### src/rtl/alu_muldiv_seq.sv
`timescale 1ns/1ps
`default_nettype none
// ============================================================================
// Module      : alu_muldiv_seq
// Description : Multi-cycle MULT/MULTU/DIV/DIVU sequencer writing HI/LO,
//               stalling the EX stage while an operation is in flight.
// Revision    : 1.0 - initial release
// ============================================================================
module alu_muldiv_seq #(
    parameter int WIDTH = 32
) (
    input  logic             clk,
    input  logic             rst_n,
    input  logic             start,
    input  logic [1:0]       aluop,
    input  logic [5:0]       funct,
    input  logic [WIDTH-1:0] op_a,
    input  logic [WIDTH-1:0] op_b,
    output logic             stall,
    output logic             busy,
    output logic             done,
    output logic             div_zero,
    output logic [WIDTH-1:0] hi,
    output logic [WIDTH-1:0] lo
);

    localparam int          c_cnt_w   = (WIDTH > 1) ? $clog2(WIDTH) : 1;
    localparam logic [1:0]  c_st_idle = 2'd0;
    localparam logic [1:0]  c_st_run  = 2'd1;
    localparam logic [1:0]  c_st_fix  = 2'd2;
    localparam logic [1:0]  c_st_done = 2'd3;
    localparam logic [c_cnt_w-1:0] c_last = c_cnt_w'(WIDTH - 1);

    logic [1:0]         r_state, w_next;
    logic [c_cnt_w-1:0] r_cnt;
    logic               r_is_div, r_neg_lo, r_neg_hi, r_dz;
    logic [WIDTH-1:0]   r_b, r_hi, r_lo;
    logic [2*WIDTH-1:0] r_acc;

    logic               w_accept, w_is_div, w_divzero, w_a_neg, w_b_neg;
    logic [WIDTH-1:0]   w_a_mag, w_b_mag;
    logic [WIDTH:0]     w_sum, w_trial;
    logic [2*WIDTH-1:0] w_step, w_prod;
    logic [WIDTH-1:0]   w_res_hi, w_res_lo;

    // funct 0110xx selects the four mul/div ops; bit1 = divide, bit0 = unsigned
    assign w_accept  = start & (aluop == 2'b10) & (funct[5:2] == 4'b0110)
                       & (r_state == c_st_idle);
    assign w_is_div  = funct[1];
    assign w_divzero = w_is_div & (op_b == '0);
    assign w_a_neg   = ~funct[0] & op_a[WIDTH-1];
    assign w_b_neg   = ~funct[0] & op_b[WIDTH-1];
    assign w_a_mag   = w_a_neg ? (~op_a + 1'b1) : op_a;
    assign w_b_mag   = w_b_neg ? (~op_b + 1'b1) : op_b;

    // Multiply: acc = {partial, multiplier}; divide: acc = {remainder, quotient}
    assign w_sum   = {1'b0, r_acc[2*WIDTH-1:WIDTH]} + (r_acc[0] ? {1'b0, r_b} : '0);
    assign w_trial = r_acc[2*WIDTH-1:WIDTH-1] - {1'b0, r_b};
    assign w_step  = !r_is_div ? {w_sum, r_acc[WIDTH-1:1]} :
                     w_trial[WIDTH] ? {r_acc[2*WIDTH-2:0], 1'b0} :
                                      {w_trial[WIDTH-1:0], r_acc[WIDTH-2:0], 1'b1};

    assign w_prod = r_neg_lo ? (~r_acc + 1'b1) : r_acc;

    always_comb begin
        w_res_hi = w_prod[2*WIDTH-1:WIDTH];
        w_res_lo = w_prod[WIDTH-1:0];
        if (r_is_div) begin
            w_res_lo = r_neg_lo ? (~r_acc[WIDTH-1:0] + 1'b1) : r_acc[WIDTH-1:0];
            w_res_hi = r_neg_hi ? (~r_acc[2*WIDTH-1:WIDTH] + 1'b1)
                                : r_acc[2*WIDTH-1:WIDTH];
        end
    end

    always_ff @(posedge clk) begin
        if (!rst_n) r_state <= c_st_idle;
        else        r_state <= w_next;
    end

    always_comb begin
        w_next = r_state;
        case (r_state)
            c_st_idle: if (w_accept) w_next = w_divzero ? c_st_fix : c_st_run;
            c_st_run:  if (r_cnt == c_last) w_next = c_st_fix;
            c_st_fix:  w_next = c_st_done;
            default:   w_next = c_st_idle;
        endcase
    end

    always_comb begin
        busy  = (r_state != c_st_idle);
        stall = w_accept | (r_state == c_st_run) | (r_state == c_st_fix);
        done  = (r_state == c_st_done);
    end

    always_ff @(posedge clk) begin
        if (!rst_n) begin
            r_cnt    <= '0;
            r_is_div <= 1'b0;
            r_neg_lo <= 1'b0;
            r_neg_hi <= 1'b0;
            r_dz     <= 1'b0;
            r_b      <= '0;
            r_acc    <= '0;
            r_hi     <= '0;
            r_lo     <= '0;
        end else begin
            case (r_state)
                c_st_idle: if (w_accept) begin
                    r_cnt    <= '0;
                    r_is_div <= w_is_div;
                    r_dz     <= w_divzero;
                    if (w_divzero) begin
                        // Preloaded result passes through FIX untouched
                        r_neg_lo <= 1'b0;
                        r_neg_hi <= 1'b0;
                        r_b      <= '0;
                        r_acc    <= {op_a, {WIDTH{1'b1}}};
                    end else if (w_is_div) begin
                        r_neg_lo <= w_a_neg ^ w_b_neg;
                        r_neg_hi <= w_a_neg;
                        r_b      <= w_b_mag;
                        r_acc    <= {{WIDTH{1'b0}}, w_a_mag};
                    end else begin
                        r_neg_lo <= w_a_neg ^ w_b_neg;
                        r_neg_hi <= 1'b0;
                        r_b      <= w_a_mag;
                        r_acc    <= {{WIDTH{1'b0}}, w_b_mag};
                    end
                end
                c_st_run: begin
                    r_cnt <= r_cnt + 1'b1;
                    r_acc <= w_step;
                end
                c_st_fix: begin
                    r_hi <= w_res_hi;
                    r_lo <= w_res_lo;
                end
                default: ;
            endcase
        end
    end

    assign hi       = r_hi;
    assign lo       = r_lo;
    assign div_zero = r_dz;

endmodule
`default_nettype wire

### config.mk
export PLATFORM = sky130hd
export DESIGN_NAME = alu_muldiv_seq
export DESIGN_NICKNAME = d
export VERILOG_FILES = /design/src/rtl/alu_muldiv_seq.sv
export SDC_FILE = /design/constraint.sdc
export NUM_CORES = 1
export LEC_CHECK = 0
export CORE_ASPECT_RATIO = 1.5
export CORE_MARGIN = 4
export CORE_UTILIZATION = 25
export DETAILED_ROUTE_END_ITERATION = 6
export PLACE_DENSITY_LB_ADDON = 0.05
export SYNTH_ARGS = -nofsm -noshare
export SYNTH_HDL_FRONTEND = slang
export SYNTH_SLANG_ARGS = --single-unit
### constraint.sdc
create_clock -name clk -period 4.3 [get_ports clk]
set_input_delay 0.86 -clock clk [delete_from_list [all_inputs] [get_ports clk]]
set_output_delay 0.86 -clock clk [all_outputs]
set_load 0.005 [all_outputs]
==> results.toml <==
[place]
gp_congestion = 0.9182
placed_cell_area_um2 = 17480
port_buffers = 142
place_hpwl_um = 59470

[synthesis]
synth.distinct_cells = 93
synth_top_area_share_pct = 23.21
synth_edf_count = 0
ys_seq_area_share_pct = 23.21
syn_area_per_cell_um2 = 7.410
syn-instance-count = 1990
yosys_warnings = 0
synth_ff_type = "dfxtp_1"
synth_seq_cells = 171
async_flop_share_pct = 0
synth_top_area_cell = "dfxtp_1"
syn_area_um2 = 14750
netlist_top_cells_area = "dfxtp_1 23%, a21oi_1 7.2%, ha_1 6.4%"
synthesis.nets = 2142

[finish]
final_area_um2 = 18060
fin_util_pct = 31.07
syn2layout_area_growth_pct = 22.44
drive_above_1_share_pct = 9.995
antenna_cells = 0
nNetsFinal = 2280

[grt]
grtUsageTotal_pct = 23.00
antenna_found_initial = 2
grt_pass1_vias = 15300
grt_max_degree = 63
grt_pass1_wl_um = 107100
grt_overflow = 0

[cts]
htreeDepth = 4
cts-buffers-inserted = 17
cts_buffer_depth = 2
tritoncts = "done"
clock-sinks = 171
path_clk_slew_ns = 0.08
post_cts_buffers = 0
holdBufCountCts = 0
clockRootBuffer = "clkbuf_16"
clock_latency_ns = 0.47
ctsResizeCount = 0

[pwr]
seq_power_share_pct = 25.0
peakVddDrop_v = 0.0002623
p_int_uw = 3836
p_leak_uw = 0.006948
p_sw_share_pct = 45.55
pwr-share-clk_pct = 22.9
pwr-share-comb_pct = 52.2
power_density_nw_per_um2 = 390.2
power_switching_uw = 3209

[sta]
tns_ns = 0
finalCritPeriodShare_pct = 87.49
clock.fmax_mhz = 265.8
setup_viol = 0
hold_viol_final = 0
relSlewSlack_pct = 27.84
hold_slack_ns = 0.4532
slew_violations = 0
tightest_slew_ns = 1.078
rsz0062_at_grt = "false"
period_needed_ns = 3.762
skew_ns = 0.02120

[floorplanning]
io-pin-count = 143
coreArea_um2 = 58110
dieWidth_um = 206.3
die-area_um2 = 63020
chipHeight_um = 305.5
rows = 108
initial_core_util_pct = 25.38

[routing]
drc_errors = 0
antenna_left = 0
post_drt_wl_per_cell_um = 25.50
vias = 15780
wl_um = 74220
drt-initial-drc-count = 1068
viasPerCell = 5.422
firstDrtPassIters = 6

[status]
status = "completed"

[worst_setup_path]
rrSetupSlack_ns = 0.54
crit_path_start_kind = "register"
path_class = "register to register"
crit_path_max_fanout = 6
critPathArrivalTime_ns = 4.12
crit_required_ns = 4.66
endpoint_kind = "register"

[min_path]
hold_class = "register to register"

[job]
cap_violations = 0
[layout by cell type (no fill, tap or decap), types with 52 or more instances in the layout]
| master | n |
|---|---|
| a211oi_1 | 56 |
| a21oi_1 | 211 |
| buf_4 | 101 |
| clkdlybuf4s50_1 | 140 |
| dfxtp_1 | 170 |
| ha_1 | 73 |
| inv_1 | 70 |
| mux2i_1 | 52 |
| nand2_1 | 149 |
| nor2_1 | 241 |
| nor3_1 | 62 |
| o21ai_0 | 119 |
| xnor2_1 | 75 |
| xor2_1 | 92 |
[Yosys cell counts (all sizes together), types with 15 or more instances]
| library cell | n |
|---|---|
| o31ai | 25 |
| nor2 | 243 |
| clkbuf | 103 |
| mux2i | 52 |
| o221ai | 23 |
| nand2b | 21 |
| ha | 75 |
| o21ai | 139 |
| a31oi | 35 |
| mux2 | 20 |
| a21o | 29 |
| o211ai | 20 |
| a21oi | 213 |
| dfxtp | 171 |
| xnor2 | 75 |
| nand3 | 44 |
| a221oi | 16 |
| a211oi | 56 |
| nor4 | 23 |
| inv | 70 |
| nand2 | 151 |
| xor2 | 92 |
| nor3 | 68 |
| or4 | 15 |
| buf | 23 |
| or3 | 22 |
[flip-flops by register name, summed over array words and instances, names as in the netlist]
signal and flops:
r_is_div 1, r_neg_lo 1, lo 32, div_zero 1, hi 32, r_neg_hi 1
r_state 2, r_acc 64, r_cnt 5, r_b 32
[power groups by stage]
stage | combinational, µW | clock [µW] | sequential (µW)
6_report | 3680 | 1610 | 1760
3_5_place_dp | 3650 | 0 | 1800
4_1_cts | 3670 | 1660 | 1760
5_1_grt | 3950 | 1700 | 1770
2_1_floorplan | 2270 | 0 | 1770
3_3_place_gp | 3660 | 0 | 1800
[per-layer routing]
metal | global-route usage [%] | vias up | part of all wire (%)
li1 | - | 7527 | -
met3 | 2.121 | 119 | 3.4
met1 | 27.20 | 7654 | 40
met5 | 0 | - | 0
met2 | 41.33 | 484 | 51
met4 | 11.04 | 0 | 5.3
[cells by family (layout without fill, tap and decap cells)]
group / count (synthesis) / in the layout / synth area share [%]
simple gates: 663 / 663 / 22.09
compound gates: 642 / 642 / 27.87
buf+inv: 198 / 349 / 5.218
flops: 171 / 171 / 23.21
xor+xnor: 167 / 167 / 9.919
fa+ha+maj: 77 / 77 / 6.635
mux: 72 / 72 / 5.057
[path summary, 6_finish.rpt]
| check | start | endpoint | depth (start not counted) |
|---|---|---|---|
| setup / recovery | r_acc[0] | r_acc[62] | 14 |
| hold / removal | r_b[30] | r_b[30] | 2 |
| hold reg to reg | r_b[30] | r_b[30] | 2 |
| setup reg to reg | r_acc[0] | r_acc[62] | 14 |
[critical path, cell delays in order, from the launching register on]
cell      delay (ns)
dfxtp_1         0.45
inv_1           0.19
nor2_1          0.22
ha_1            0.28
a211oi_1        0.26
o21ai_0         0.28
o21a_1          0.31
o41ai_4         0.28
buf_4           0.22
o2111a_1        0.24
nor2_1          0.07
a31oi_1         0.28
xor2_1          0.20
o221ai_1        0.14
and3_1          0.21
[stage by stage]
stage,std cells,setup WS (ns),total power (µW)
finish,2911,0.5380,7045
global route,2911,0.3763,7421
CTS,2911,0.4858,7082
detailed placement,2879,0.2366,5445
global placement,2879,0.2670,5454
floorplan,1990,1.123,4042
[cell type report]
type | instances | area (µm²)
Clock buffer | 19 | 442.9
Clock inverter | 13 | 136.4
Fill cell | 6360 | 40050
Inverter | 72 | 271.5
Multi-Input combinational cell | 1621 | 10610
Sequential cell | 171 | 3427
Tap cell | 770 | 963.4
Timing Repair Buffer | 245 | 2210
Power figures use the tool's default switching activity.
